--- config.mk ---
export PLATFORM = sky130hd
export DESIGN_NAME = systolic_ctrl
export DESIGN_NICKNAME = d
export VERILOG_FILES = /design/src/rtl/systolic_ctrl.sv
export SDC_FILE = /design/constraint.sdc
export NUM_CORES = 1
export LEC_CHECK = 0
export CORE_UTILIZATION = 40
export DETAILED_ROUTE_END_ITERATION = 7
export PLACE_DENSITY = 0.76
export SYNTH_ARGS = -nofsm -noshare
export SYNTH_HDL_FRONTEND = slang
export SYNTH_SLANG_ARGS = --single-unit
--- constraint.sdc ---
create_clock -name clk -period 3.8 [get_ports clk]
set_clock_uncertainty 0.05 [all_clocks]
set_input_delay 1.14 -clock clk [delete_from_list [all_inputs] [get_ports clk]]
set_output_delay 1.14 -clock clk [all_outputs]
set_load 0.05 [all_outputs]
--- src/rtl/systolic_ctrl.sv ---
// systolic_ctrl
// Sequencer for a 2x2 weight-stationary systolic array. Accepts a job
// (four weights plus a vector count), pulses the array's weight load, then
// streams input vectors with a one-cycle skew between row 1 and row 2.
// The two column outputs are realigned and emitted as one result per
// accepted vector, in input order, followed by a one-cycle done pulse.
//
// Ports
//   clk, rst                     clock, async active-low reset
//   cfg_valid/cfg_ready          job handshake (ready only while idle)
//   cfg_w11..cfg_w22, cfg_count  job weights and number of vectors
//   in_valid/in_ready            input vector handshake
//   in_x1, in_x2                 vector elements (row 1, row 2)
//   res_valid, res_y1, res_y2    result pulse (no back-pressure)
//   done                         one-cycle pulse at job end
//   abort                        synchronous flush back to idle
//   arr_*                        array control, weights, skewed inputs
//   arr_out_21, arr_out_22       array column outputs
module systolic_ctrl #(
  parameter int DATA_W = 16,
  parameter int CNT_W  = 8
) (
  input  logic              clk,
  input  logic              rst,
  input  logic              cfg_valid,
  output logic              cfg_ready,
  input  logic [DATA_W-1:0] cfg_w11,
  input  logic [DATA_W-1:0] cfg_w12,
  input  logic [DATA_W-1:0] cfg_w21,
  input  logic [DATA_W-1:0] cfg_w22,
  input  logic [CNT_W-1:0]  cfg_count,
  input  logic              in_valid,
  output logic              in_ready,
  input  logic [DATA_W-1:0] in_x1,
  input  logic [DATA_W-1:0] in_x2,
  output logic              res_valid,
  output logic [DATA_W-1:0] res_y1,
  output logic [DATA_W-1:0] res_y2,
  output logic              done,
  input  logic              abort,
  output logic              arr_start,
  output logic              arr_load_weights,
  output logic [DATA_W-1:0] arr_weight_11,
  output logic [DATA_W-1:0] arr_weight_12,
  output logic [DATA_W-1:0] arr_weight_21,
  output logic [DATA_W-1:0] arr_weight_22,
  output logic [DATA_W-1:0] arr_input_11,
  output logic [DATA_W-1:0] arr_input_21,
  input  logic [DATA_W-1:0] arr_out_21,
  input  logic [DATA_W-1:0] arr_out_22
);

  // Tag stages: [0] input row-1 cycle ... [STAGES] result cycle.
  localparam int STAGES = 4;

  typedef enum logic [2:0] {
    S_IDLE   = 3'd0,
    S_LOAD   = 3'd1,
    S_STREAM = 3'd2,
    S_DRAIN  = 3'd3,
    S_FIN    = 3'd4
  } state_t;

  typedef struct packed {
    logic [DATA_W-1:0] w11;
    logic [DATA_W-1:0] w12;
    logic [DATA_W-1:0] w21;
    logic [DATA_W-1:0] w22;
  } wgt_t;

  state_t            state_q, state_d;
  wgt_t              wgt_q, wgt_d;
  logic [CNT_W-1:0]  rem_q, rem_d;
  logic [STAGES:0]   vld_pipe_q, vld_pipe_d;
  logic [DATA_W-1:0] in11_q, in11_d;   // row-1 input, one cycle after accept
  logic [DATA_W-1:0] x2_stg_q, x2_stg_d; // row-2 element waiting one cycle
  logic [DATA_W-1:0] in21_q, in21_d;   // row-2 input, two cycles after accept
  logic [DATA_W-1:0] d21_q, d21_d;     // column-1 output delayed to meet column 2
  logic [DATA_W-1:0] y1_q, y1_d;
  logic [DATA_W-1:0] y2_q, y2_d;

  logic cfg_acc, in_acc;

  assign cfg_ready        = (state_q == S_IDLE);
  assign in_ready         = (state_q == S_STREAM);
  assign arr_start        = (state_q == S_STREAM) || (state_q == S_DRAIN);
  assign arr_load_weights = (state_q == S_LOAD);
  assign done             = (state_q == S_FIN);

  // abort beats any handshake in the same cycle
  assign cfg_acc = cfg_valid && cfg_ready && !abort;
  assign in_acc  = in_valid && in_ready && !abort;

  assign arr_weight_11 = wgt_q.w11;
  assign arr_weight_12 = wgt_q.w12;
  assign arr_weight_21 = wgt_q.w21;
  assign arr_weight_22 = wgt_q.w22;
  assign arr_input_11  = in11_q;
  assign arr_input_21  = in21_q;
  assign res_valid     = vld_pipe_q[STAGES];
  assign res_y1        = y1_q;
  assign res_y2        = y2_q;

  always_comb begin
    state_d    = state_q;
    wgt_d      = wgt_q;
    rem_d      = rem_q;
    y1_d       = y1_q;
    y2_d       = y2_q;

    // Bubbles shift zeros through the skew path and a 0 tag through the
    // tag pipe, so they never reach res_valid.
    vld_pipe_d = {vld_pipe_q[STAGES-1:0], in_acc};
    in11_d     = in_acc ? in_x1 : '0;
    x2_stg_d   = in_acc ? in_x2 : '0;
    in21_d     = x2_stg_q;
    d21_d      = arr_out_21;

    // Tag in its last pre-result stage: column 2 is valid now and the
    // delayed column-1 value belongs to the same vector.
    if (vld_pipe_q[STAGES-1]) begin
      y1_d = d21_q;
      y2_d = arr_out_22;
    end

    unique case (state_q)
      S_IDLE: begin
        if (cfg_acc) begin
          wgt_d   = '{w11: cfg_w11, w12: cfg_w12, w21: cfg_w21, w22: cfg_w22};
          rem_d   = cfg_count;
          state_d = S_LOAD;
        end
      end
      S_LOAD: begin
        state_d = (rem_q != '0) ? S_STREAM : S_FIN;
      end
      S_STREAM: begin
        if (in_acc) begin
          rem_d = rem_q - CNT_W'(1);
          if (rem_q == CNT_W'(1)) state_d = S_DRAIN;
        end
      end
      S_DRAIN: begin
        // Leave once no tag is left ahead of the result stage; the last
        // result is then on the outputs and done lands one cycle later.
        if (vld_pipe_q[STAGES-1:0] == '0) state_d = S_FIN;
      end
      S_FIN: begin
        state_d = S_IDLE;
      end
      default: begin
        state_d = S_IDLE;
      end
    endcase

    if (abort) begin
      state_d    = S_IDLE;
      vld_pipe_d = '0;
      in11_d     = '0;
      x2_stg_d   = '0;
      in21_d     = '0;
      d21_d      = '0;
    end
  end

  always_ff @(posedge clk or negedge rst) begin
    if (!rst) begin
      state_q    <= S_IDLE;
      wgt_q      <= '0;
      rem_q      <= '0;
      vld_pipe_q <= '0;
      in11_q     <= '0;
      x2_stg_q   <= '0;
      in21_q     <= '0;
      d21_q      <= '0;
      y1_q       <= '0;
      y2_q       <= '0;
    end else begin
      state_q    <= state_d;
      wgt_q      <= wgt_d;
      rem_q      <= rem_d;
      vld_pipe_q <= vld_pipe_d;
      in11_q     <= in11_d;
      x2_stg_q   <= x2_stg_d;
      in21_q     <= in21_d;
      d21_q      <= d21_d;
      y1_q       <= y1_d;
      y2_q       <= y2_d;
    end
  end

endmodule
==> impl_metrics.ini, run 1 <==
[outcome]
outcome = completed

[logic_synthesis]
ys_top_cells_by_area = dfrtp_1 68%, mux2_2 17%, nor2b_1 3.6%
syn_area_per_cell_um2 = 14.9
ys_ff_latch = 176
yosysSeqAreaShare_pct = 68.1
synth-edff-count = 0
ys.flop_type = dfrtp_1
yosysTopAreaCell = dfrtp_1
synthDistinctLibCells = 33
syn_inst = 435
syn_area_um2 = 6470
syn_nets = 579
ys_async_sr_fraction_pct = 100
synth_top_area_share_pct = 68.1
ys_warn_count = 0

[floorplan]
start_util_pct = 40.9
core_um2 = 15800
fp.dieH_um = 129
dieArea_um2 = 16700
die_x_um = 129
num_io_pins = 275
fp-row-count = 46

[routing]
drc = 0
drt-total-wl_um = 15600
dr.pass1.iters = 4
vias = 4413
avgRoutedWirePerCell_um = 16.6
postRouteAntennaNets = 0
vias_per_cell = 4.69
drt_iter0_markers = 175

[clock_tree]
cts_made_buffers = 17
cts_tree = yes
clk_latency_ns = 0.42
postCtsSetupBuffers = 0
h-tree-depth = 4
clock_sinks = 176
cts_buffer_depth = 2
path_clk_slew_ns = 0.06
cts_hold_buf = 0
post_cts_resized = 0
root_buffer = clkbuf_16

[worst_setup_path]
cp-end-kind = primary output
cp-start-kind = flip-flop
worstSetupPathType = reg2out
worst-path-max-fanout = 20
worstSetupStartpoint = state_q[1]
r2r-start = state_q[1]
crit_required_ns = 2.61
arrival_ns = 2.40

[power_and_ir_drop]
combinationalPowerShare_pct = 32.4
switching_power_mw = 2.08
peakVddDrop_v = 0.000342
p_sw_share_pct = 34.3
p_int_mw = 3.99
leakagePower_nw = 4.43
power.density_nw_per_um2 = 604
seq_power_share_pct = 38.2
p_clk_share_pct = 29.5

[global_routing]
use_met2_pct = 32.8
track_usage_pct = 18.9
grt_pass1_wl_um = 23700
antenna_found_initial = 0
met1_usage_pct = 20.8
grt_max_degree = 77
use_met3_pct = 6.23
grt_busiest_layer = met2
grt.overflow.total = 0
grt_pass1_vias = 4622

[cells_and_area]
nNetsFinal = 856
area_growth_pct = 55.4
utilization_pct = 63.5
final_cells = 941
diodes = 0
stdcell_area_um2 = 10100
drive_gt1_share_pct = 19.3

[timing]
setup_tns_ns = 0
maxSlewHeadroom_pct = 19.1
setup-violations-final = 0
finalCritPeriodShare_pct = 94.6
final.min_clock_period_ns = 3.59
grt_setup_unrepaired = no
hold_violations = 0
clock.fmax_mhz = 278
drv_slew = 0
tightest_slew_ns = 1.20

[placement]
placed_area_um2 = 9440
numPortBuffers = 274
gp_congestion = 0.829
hpwl_um = 11100
dp_cells = 909

[hold_path]
min_from = x2_stg_q[3]
worst_hold_path_type = reg2reg

[run]
maxCapViolCount = 0
## cell usage after synthesis (2+ instances only)
cell       instances
a21oi_1            6
a22oi_1            5
and2_1            35
and3_1             2
buf_2              9
buf_6              2
clkbuf_1           9
clkbuf_2           2
dfrtp_1          176
ha_1               3
inv_1              4
mux2_2            96
nand2_1            2
nor2_1             8
nor2b_1           37
nor3_1             7
nor3b_1            2
nor4_1             2
o21ai_0           12
o22ai_1            2
o2bb2ai_1          2
## cells by family after synthesis
kind of cell             Yosys count  share of synthesized area (%)
AND/OR/NAND/NOR                  101                           9.63
buffers and inverters             27                           2.01
adder cells (fa/ha/maj)            3                          0.580
flip-flops                       176                           68.1
multiplexers                      96                           16.7
AO/OA/AOI/OAI                     32                           3.00
## worst paths after layout
kind	slack [ns]	end	cells past startpoint
min in group asynchronous	0.69	arr_weight_12[6]	1
max in group asynchronous	2.14	arr_weight_21[0]	2
setup / recovery	0.21	in_ready	3
hold / removal	0.40	arr_input_21[3]	1
hold reg to reg	0.40	arr_input_21[3]	1
setup reg to reg	1.71	rem_q[7]	4
## final cells by class
class	instances	area (µm²)
Clock buffer	21	460
Clock inverter	11	155
Sequential cell	176	4400
Timing Repair Buffer	280	2810
Tap cell	216	270
Multi-Input combinational cell	232	1940
Fill cell	1187	5770
Inverter	5	18.8
## state kept, by name (all words and copies together) (netlist names)
signal and count:
res_y1 16, arr_weight_12 16, arr_weight_22 16, arr_weight_21 16, vld_pipe_q 5, arr_input_21 16
arr_input_11 16, rem_q 8, res_y2 16, d21_q 16, state_q 3, arr_weight_11 16
x2_stg_q 16
## power groups by stage
stage,Clock [mW],Combinational [mW],Sequential [mW]
6_report,1.79,1.97,2.32
5_1_grt,1.92,2.05,2.35
4_1_cts,1.84,1.98,2.32
3_5_place_dp,0,1.98,2.35
3_3_place_gp,0,1.94,2.32
2_1_floorplan,0,0.386,3.15
## per-stage QoR
stage / setup WS, ns / hold slack, ns / total power, mW
floorplan: 0.947 / 0.389 / 3.53
global placement: 0.707 / 0.393 / 4.27
detailed placement: 0.631 / 0.396 / 4.33
CTS: 0.187 / 0.411 / 6.13
global route: 0.102 / 0.439 / 6.32
finish: 0.205 / 0.405 / 6.07
## critical path: stages (launching register included)
cell and delay, ns:
dfrtp_1 0.51, or3b_4 0.54, inv_2 0.13, clkdlybuf4s50_1 0.80
## cell usage in the layout (no fill, tap or decap), drive strengths merged, types with 2 or more instances in the layout
cell / count
nor3b: 3
buf: 8
o22ai: 2
inv: 7
clkinvlp: 3
nor4: 2
nand2: 2
clkdlybuf4s50: 272
ha: 3
nor2b: 37
dfrtp: 176
a21oi: 6
nor3: 8
o21ai: 13
bufinv: 3
mux2: 96
or3b: 2
clkinv: 3
o2bb2ai: 2
clkbuf: 21
and3: 2
nor2: 8
and2: 36
a22oi: 5
## layer usage
layer,share of wire (%),wire (µm)
met1,37,5790
met2,52,8070
met3,8.7,1360
met4,2.6,403
met5,0,0
No activity file was read; power rests on OpenSTA's default activity.
==> run 2: changes to the inputs <==
PLACE_DENSITY = 0.82   (was 0.76)
==> run 2 against run 1 <==
Global-route usage down 0.15 points; total power shrank 1.7%; routed wire length decreased by 1.2%; final area is 0.41% lower; first-iteration DRC count down 14%; via count fell by 0.20%; sequential cell count is the same; count of clock-buffer cells in the layout grew 2; final cell count unchanged; critical path type unchanged; critical endpoint unchanged; largest power group unchanged; highest routed layer unchanged.
==> impl_metrics.ini, run 2 (same netlist as run 1, synthesis figures left out) <==
[worst_setup_path]
cp-start-kind = flip-flop
worst-path-max-fanout = 20
worstSetupPathType = reg2out
cp-end-kind = primary output
r2r-start = state_q[1]
arrival_ns = 2.37
crit_required_ns = 2.61
r2r_slack_ns = 1.70
r2r_cells = 3
r2r_end = rem_q[7]

[placement]
preCtsSetupSlack_ns = 0.547
dp_cells = 909
numPortBuffers = 274
placed_area_um2 = 9440
hpwl_um = 11400
gp_congestion = 0.813

[global_routing]
grt.overflow.total = 0
grt_pass1_wl_um = 23600
track_usage_pct = 18.8
grt_pass1_vias = 4643
grt_max_degree = 79
antenna_found_initial = 0

[cells_and_area]
nNetsFinal = 856
diodes = 0
final_cell_mix = 272 x clkdlybuf4s50_1, 176 x dfrtp_1, 96 x mux2_2
layout_commonest_cell = clkdlybuf4s50_1
drive_gt1_share_pct = 19.0
nFillCells = 1164
stdcell_area_um2 = 10000
area_growth_pct = 54.8
utilization_pct = 63.3
final_cells = 941

[clock_tree]
clock_sinks = 176
path_clk_slew_ns = 0.06
cts_made_buffers = 17
h-tree-depth = 4
root_buffer = clkbuf_16
clk_latency_ns = 0.42
cts_hold_buf = 0
cts_buffer_depth = 2
cts_tree = yes
postCtsSetupBuffers = 0
post_cts_resized = 0

[hold_path]
min_to = arr_input_21[7]
min_from = x2_stg_q[7]
holdPathStages = 1
worst_hold_path_type = reg2reg

[routing]
vias_per_cell = 4.68
drc = 0
vias = 4404
drt-total-wl_um = 15400
drt_iter0_markers = 151
dr.pass1.iters = 4
postRouteAntennaNets = 0
avgRoutedWirePerCell_um = 16.4

[timing]
worst_slack_ns = 0.243
hold_violations = 0
final.min_clock_period_ns = 3.56
tightest_slew_ns = 1.23
setup_tns_ns = 0
clock.fmax_mhz = 281
finalCritPeriodShare_pct = 93.6
grt_setup_unrepaired = no
drv_slew = 0
setup-violations-final = 0
whs_ns = 0.409
maxSlewHeadroom_pct = 17.4

[floorplan]
fp-row-count = 46
dieArea_um2 = 16700
start_util_pct = 40.9
die_x_um = 129
num_io_pins = 275
fp.dieH_um = 129
core_um2 = 15800

[run]
maxCapViolCount = 0

[power_and_ir_drop]
leakagePower_nw = 4.42
power.density_nw_per_um2 = 596
peakVddDrop_v = 0.000525
power.total_mw = 5.97

[outcome]
outcome = completed
==> run 2: cell count changes in the layout (fill, tap and decap cells not counted) <==
cell        change
clkinv_2        +3
clkbuf_1        +2
bufinv_16       -1
clkinvlp_4      -3
inv_8           -1
==> run 2: how the worst max path moves through the flow <==
stage | start | end | slack (ns)
after floorplan | state_q[0] | done | 0.95
after global placement | in_valid | rem_q[5] | 0.71
after detailed placement | in_valid | rem_q[7] | 0.55
after CTS | state_q[1] | in_ready | 0.23
after global routing | state_q[1] | in_ready | 0.16
final | state_q[1] | in_ready | 0.24
==> run 2: cell type report <==
type / count / area [µm²] / area share, %
Tap cell: 216 / 270 / 2.70
Sequential cell: 176 / 4400 / 44.0
Inverter: 5 / 18.8 / 0.187
Clock inverter: 9 / 106 / 1.06
Timing Repair Buffer: 280 / 2810 / 28.0
Clock buffer: 23 / 468 / 4.67
Multi-Input combinational cell: 232 / 1940 / 19.4
==> run 2: worst max-delay path: stages, from the launching register on <==
cell and delay (ns):
dfrtp_1 0.49, or3b_4 0.54, inv_2 0.11, clkdlybuf4s50_1 0.81
==> run 2: routing by layer <==
metal | global-route usage, % | vias to the layer above | routed length [µm]
li1 | - | 2028 | -
met1 | 21.2 | 2148 | 5890
met2 | 32.4 | 196 | 7980
met3 | 5.57 | 32 | 1120
met4 | 9.13 | 0 | 447
met5 | 0 | - | 0
==> run 2: report_power, final <==
| group | internal [mW] | total [mW] | switching (mW) |
|---|---|---|---|
| logic | 0.762 | 1.97 | 1.21 |
| registers | 2.15 | 2.32 | 0.164 |
| clock network | 1.00 | 1.68 | 0.681 |
==> run 3: changes to the inputs <==
SKIP_LAST_GASP = 1   (was not set)
==> results of run 3 <==
Final layout, timing and power as in run 2 (identical DEF).
